--- config.mk ---
export PLATFORM = sky130hd
export DESIGN_NAME = flash_fetch_ctrl
export DESIGN_NICKNAME = d
export VERILOG_FILES = /design/src/rtl/flash_fetch_ctrl.sv
export SDC_FILE = /design/constraint.sdc
export NUM_CORES = 1
export LEC_CHECK = 0
export ABC_CLOCK_PERIOD_IN_PS = 7200
export BUFFER_PORTS_ARGS = -buffer_cell sky130_fd_sc_hd__buf_2
export CAP_MARGIN = 15
export CORE_ASPECT_RATIO = 0.8
export CORE_UTILIZATION = 55
export CTS_BUF_LIST = sky130_fd_sc_hd__clkbuf_2 sky130_fd_sc_hd__clkbuf_4 sky130_fd_sc_hd__clkbuf_8
export CTS_CLUSTER_SIZE = 30
export DETAILED_ROUTE_END_ITERATION = 8
export PLACE_DENSITY_LB_ADDON = 0.3
export SKIP_LAST_GASP = 1
export SYNTH_ARGS = -nofsm -noshare
export SYNTH_HDL_FRONTEND = slang
export SYNTH_SLANG_ARGS = --single-unit
--- constraint.sdc ---
create_clock -name CLOCK_50 -period 7.2 [get_ports CLOCK_50]
set_clock_uncertainty 0.05 [all_clocks]
set_input_delay 2.16 -clock CLOCK_50 [delete_from_list [all_inputs] [get_ports CLOCK_50]]
set_output_delay 2.16 -clock CLOCK_50 [all_outputs]
set_load 0.01 [all_outputs]
--- src/rtl/flash_fetch_ctrl.sv ---
// rtl/flash_fetch_ctrl.sv - Gigatron instruction fetch sequencer for an 8-bit parallel flash
// Optional sequential prefetch slot is compiled in with `define FETCH_PREFETCH_EN.
module flash_fetch_ctrl #(
   parameter int WAIT_CYCLES = 4,
   parameter int FL_ADDR_W   = 22
) (
   input  logic                 CLOCK_50,
   input  logic                 reset_n,
   input  logic                 req,
   input  logic [15:0]          req_addr,
   output logic [15:0]          insn,
   output logic                 insn_rdy,
   output logic                 busy,
   output logic [FL_ADDR_W-1:0] FL_ADDR,
   output logic                 FL_OE_N,
   input  logic [7:0]           FL_DQ
);

   typedef enum logic [2:0] {
      IDLE, RD_LO, RD_HI, DONE
`ifdef FETCH_PREFETCH_EN
      , PF_LO, PF_HI
`endif
   } state_t;

   state_t      state, state_nxt;
   logic [3:0]  wait_cnt;
   logic [15:0] cur_addr;
   logic [7:0]  lo_byte;
   logic [15:0] hold_addr, hold_data;
   logic        hold_vld;
   logic        abandon;
   logic        wait_done, hold_hit, pf_hit;
   logic [15:0] rd_addr;
   logic        rd_byte;
`ifdef FETCH_PREFETCH_EN
   logic [15:0] pf_addr, pf_data;
   logic        pf_vld, pf_claim;
   logic        pf_abort, pf_take;
`endif

   always_comb begin
      wait_done = (wait_cnt == 4'(WAIT_CYCLES - 1));
      hold_hit  = hold_vld && (req_addr == hold_addr);
`ifdef FETCH_PREFETCH_EN
      pf_hit   = pf_vld && (req_addr == pf_addr);
      // once a matching request has been seen, later address changes are ignored
      pf_abort = req && !pf_claim && (req_addr != pf_addr);
      pf_take  = req && (pf_claim || (req_addr == pf_addr));
`else
      pf_hit   = 1'b0;
`endif
   end

   always_ff @(posedge CLOCK_50 or negedge reset_n) begin
      if (!reset_n) state <= IDLE;
      else          state <= state_nxt;
   end

   always_comb begin
      state_nxt = state;
      rd_addr   = 16'h0000;
      rd_byte   = 1'b0;
      FL_OE_N   = 1'b1;
      busy      = 1'b0;
      insn_rdy  = 1'b0;
      case (state)
         IDLE: begin
            if (req) state_nxt = (hold_hit || pf_hit) ? DONE : RD_LO;
         end
         RD_LO: begin
            rd_addr = cur_addr;
            FL_OE_N = 1'b0;
            busy    = 1'b1;
            if (wait_done) state_nxt = RD_HI;
         end
         RD_HI: begin
            rd_addr = cur_addr;
            rd_byte = 1'b1;
            FL_OE_N = 1'b0;
            busy    = 1'b1;
            if (wait_done) state_nxt = (req && !abandon) ? DONE : IDLE;
         end
         DONE: begin
            insn_rdy = 1'b1;
`ifdef FETCH_PREFETCH_EN
            if (!req) state_nxt = PF_LO;
`else
            if (!req) state_nxt = IDLE;
`endif
         end
`ifdef FETCH_PREFETCH_EN
         PF_LO: begin
            rd_addr = pf_addr;
            FL_OE_N = 1'b0;
            busy    = 1'b1;
            if (pf_abort)       state_nxt = RD_LO;
            else if (wait_done) state_nxt = PF_HI;
         end
         PF_HI: begin
            rd_addr = pf_addr;
            rd_byte = 1'b1;
            FL_OE_N = 1'b0;
            busy    = 1'b1;
            if (pf_abort)       state_nxt = RD_LO;
            else if (wait_done) state_nxt = pf_take ? DONE : IDLE;
         end
`endif
         default: state_nxt = IDLE;
      endcase
      FL_ADDR = {{(FL_ADDR_W-17){1'b0}}, rd_addr, rd_byte};
   end

   always_ff @(posedge CLOCK_50 or negedge reset_n) begin
      if (!reset_n) begin
         wait_cnt  <= 4'd0;
         cur_addr  <= 16'h0000;
         lo_byte   <= 8'h00;
         hold_addr <= 16'h0000;
         hold_data <= 16'h0000;
         hold_vld  <= 1'b0;
         abandon   <= 1'b0;
         insn      <= 16'h0000;
`ifdef FETCH_PREFETCH_EN
         pf_addr   <= 16'h0000;
         pf_data   <= 16'h0000;
         pf_vld    <= 1'b0;
         pf_claim  <= 1'b0;
`endif
      end else begin
         // restart the byte timer on every state change
         wait_cnt <= (busy && state_nxt == state) ? wait_cnt + 4'd1 : 4'd0;
         case (state)
            IDLE: begin
               if (req) begin
                  cur_addr <= req_addr;
                  abandon  <= 1'b0;
                  if (hold_hit) begin
                     insn <= hold_data;
                  end
`ifdef FETCH_PREFETCH_EN
                  else if (pf_hit) begin
                     insn      <= pf_data;
                     hold_addr <= pf_addr;
                     hold_data <= pf_data;
                     hold_vld  <= 1'b1;
                  end
`endif
               end
            end
            RD_LO: begin
               if (!req) abandon <= 1'b1;
               if (wait_done) lo_byte <= FL_DQ;
            end
            RD_HI: begin
               if (!req) abandon <= 1'b1;
               if (wait_done) begin
                  hold_addr <= cur_addr;
                  hold_data <= {FL_DQ, lo_byte};
                  hold_vld  <= 1'b1;
                  if (req && !abandon) insn <= {FL_DQ, lo_byte};
               end
            end
            DONE: begin
`ifdef FETCH_PREFETCH_EN
               if (!req) begin
                  pf_addr  <= cur_addr + 16'd1;
                  pf_vld   <= 1'b0;
                  pf_claim <= 1'b0;
               end
`endif
            end
`ifdef FETCH_PREFETCH_EN
            PF_LO: begin
               if (pf_abort) begin
                  cur_addr <= req_addr;
                  abandon  <= 1'b0;
               end else begin
                  if (req) pf_claim <= 1'b1;
                  if (wait_done) lo_byte <= FL_DQ;
               end
            end
            PF_HI: begin
               if (pf_abort) begin
                  cur_addr <= req_addr;
                  abandon  <= 1'b0;
               end else begin
                  if (req) pf_claim <= 1'b1;
                  if (wait_done) begin
                     pf_data <= {FL_DQ, lo_byte};
                     pf_vld  <= 1'b1;
                     if (pf_take) begin
                        cur_addr  <= pf_addr;
                        hold_addr <= pf_addr;
                        hold_data <= {FL_DQ, lo_byte};
                        hold_vld  <= 1'b1;
                        insn      <= {FL_DQ, lo_byte};
                     end
                  end
               end
            end
`endif
            default: ;
         endcase
      end
   end

endmodule

==> summary.txt <==
Outcome
  – Status: finished, final reports clean

Logic synthesis
  – Synthesized area: between 3000 and 4000 um^2
  – Sequential area share after synthesis: 0.542
  – Post-synth EDFFs: 0
  – Top cells by count, synth: 81 x dfrtp_1, 78 x mux2_2, 16 x and2_1
  – Leading area contributor after synthesis: dfrtp_1
  – YS warnings: 0
  – Synth Flop Type: dfrtp_1
  – Seq cells post-synth: 81
  – Share of the synthesized area in the top cell type: 0.542
  – Top-count cell post-synth: dfrtp_1
  – Synth Area per Inst: approximately 14 um^2
  – Yosys cell types: 35
  – FFs w/ async S/R, synth: 1.00
  – Top cells by area, synth: dfrtp_1 54%, mux2_2 24%, mux2_4 4.0%
  – Synthesized instance count: about 270

Timing
  – Final Hold Fails: 0
  – Hold WS: approximately 0.42 ns
  – Final period util: 0.576
  – Actual slew at the worst max-slew pin: around 1 ns
  – Final setup viols: 0
  – RSZ-0062 raised after global routing: false
  – Relative slew slack: 0.331
  – Final setup margin: just over 3 ns
  – Fin crit period: 4.15 ns
  – Setup tns final: 0 ns
  – Maximum clock rate: 241 MHz
  – Slew Limit Fails: 0

Pwr
  – Combinational fraction of design power: 0.076
  – Net Sw Power: roughly 0.00022 W
  – P_leak: about 2.2 nW
  – Net Sw Frac: 0.234
  – Internal power: 0.000721 W
  – Clock share of power: 0.396
  – Tot Pwr: about 0.00094 W
  – PwrDens: approximately 220 nW/um^2
  – VDD IR max: around 0.00013 V
  – Seq pwr share: 0.528

Clock network
  – Clock root cell: clkbuf_8
  – Num CTS Buffers: 9
  – Register clock-pin slew on the reported worst setup and hold paths: around 0.08 ns
  – CTS resizes: 0
  – Clock sink total: just over 80
  – CTS H-tree lvls: 3
  – CTS tree: yes
  – Post-CTS Setup Inserts: 0
  – Clock Latency Late Sink: between 0.3 and 0.4 ns
  – Worst-case clock buffer depth: 2
  – Post-CTS Hold Buffers: 0

Die
  – Die X-Extent: roughly 94 um
  – Die area: 7130 um^2
  – Die Span Y: roughly 76 um
  – # IOs: between 60 and 70
  – Row cnt: 26
  – Core area: 6470 um^2
  – Initial Util: 0.577

Global route
  – First-pass GRT wire length: 11200 um
  – Largest net degree at the start of global routing: 82
  – Initial antenna violation count: 0
  – Gr usage total: 0.212
  – Total gr overflow: 0
  – Vias in the first global route: roughly 2.3k

Routing
  – Vias per cell: between 5 and 6
  – Vias post-DR: roughly 2.2k
  – DR pass1 iterations: 4
  – Drt total wl: approximately 6700 um
  – 1st-iter DRT viols: 68
  – Routed len/inst: about 16 um
  – Antenna-violating nets left: 0
  – DR DRC count: 0

Place
  – Final Wtd Congestion: 0.764
  – Post-Place Setup Slack: slightly below 3 ns
  – Placed cell area: 4090 um^2
  – Hpwl dp: 4330 um
  – # port buffers: a little over 60

Critical path
  – Crit-path max FO: 16
  – Worst Setup Path Type: flop to primary output
  – Endpoint type of the worst setup path: primary output
  – Startpoint types: flop
  – Crit path DAT: slightly below 2 ns
  – Data required time at the worst endpoint: about 5.0 ns

Worst hold path
  – Hold WC Path Type: flop to flop

Finish
  – Share of cells above drive strength 1: 0.518
  – Ant diodes: 0
  – Final Cell Area: ~4300 um^2
  – Layout area overhead: 15.6%
  – Total Nets Final: 361

Flow run
  – MaxCap Viol Count: 0
## placed cells by master (no fill, tap or decap), drive strengths merged
cell type | netlist | routed
nor2 | 8 | 8
nor4 | 3 | 3
bufinv | 0 | 2
nand2b | 2 | 2
o21ai | 2 | 2
or3 | 1 | 1
or4 | 1 | 1
a31oi | 1 | 1
xnor2 | 6 | 6
or3b | 1 | 1
o21a | 1 | 1
conb | 1 | 6
ha | 1 | 1
buf | 9 | 66
mux2 | 88 | 88
and3 | 1 | 1
nor3b | 2 | 2
a21o | 1 | 1
o41ai | 1 | 1
and2 | 16 | 16
a211oi | 1 | 1
nor3 | 3 | 3
nand2 | 5 | 5
a221oi | 1 | 1
inv | 3 | 4
clkinv | 0 | 2
nand3 | 3 | 3
or4b | 1 | 1
dfrtp | 81 | 81
clkinvlp | 0 | 1
a21oi | 2 | 2
nand3b | 1 | 1
clkbuf | 11 | 10
xor2 | 13 | 13
## final cells by class
class,instances,area (um^2)
multi-input combinational,172,1610
fill,515,2150
timing repair buffer,66,343
sequential,81,2030
tap,84,105
clock buffer,10,138
inverter,3,11.3
clock inverter,6,90.1
## power by group through the flow
stage | Combinational, W | Clock (W) | Sequential, W
final | 0.0000718 | 0.000373 | 0.000497
after global routing | 0.0000809 | 0.000403 | 0.000501
after CTS | 0.0000731 | 0.000381 | 0.000497
after detailed placement | 0.0000726 | 0 | 0.000506
after global placement | 0.0000708 | 0 | 0.000504
after floorplan | 0.0000459 | 0 | 0.000498
## sequential cells by signal, indices dropped and copies added (netlist names)
| name | cells |
|---|---|
| abandon | 1 |
| hold_data | 16 |
| wait_cnt | 4 |
| cur_addr | 16 |
| lo_byte | 8 |
| hold_vld | 1 |
| state | 3 |
| hold_addr | 16 |
| insn | 16 |
## critical path, cell delays in order (launching register included)
cell and delay, ns:
dfrtp_1 0.52, xnor2_1 0.20, nor2_1 0.33, buf_4 0.27, and2_1 0.15, buf_2 0.13
## metal layers
layer / vias to the layer above / share of wire / GRT usage / wire [um]
met5: - / 0 / 0 / 0
met4: 0 / 0.014 / 0.0701 / 91
met3: 11 / 0.036 / 0.0659 / 244
met2: 39 / 0.47 / 0.339 / 3150
met1: 1104 / 0.48 / 0.280 / 3230
li1: 1060 / - / - / -
## per-stage QoR
step,cells,util
global route,422,0.667
global placement,406,0.632
CTS,422,0.667
floorplan,276,-
detailed placement,406,0.632
finish,422,0.667
## final timing paths
| kind | startpoint | end | slack (ns) | cells past startpoint |
|---|---|---|---|---|
| max | state[1] | FL_ADDR[16] | 3.05 | 5 |
| min | wait_cnt[0] | wait_cnt[0] | 0.42 | 1 |
| max reg2reg | wait_cnt[0] | insn[12] | 3.97 | 7 |
| min reg2reg | wait_cnt[0] | wait_cnt[0] | 0.42 | 1 |
| max in group asynchronous | reset_n | hold_addr[12] | 4.52 | 1 |
| min in group asynchronous | reset_n | insn[13] | 1.92 | 1 |
## logic make-up after synthesis
kind of cell / count (synthesis) / share of synthesized area
muxes: 88 / 0.275
DFF: 81 / 0.542
and+or+nand+nor: 48 / 0.0750
buffers and inverters: 23 / 0.0358
xor gates and xnor gates: 19 / 0.0445
AOI/OAI and AO/OA: 10 / 0.0228
adders and majority gates: 1 / 0.00335
other: 1 / 0.00100
Power figures use the tool's default switching activity.
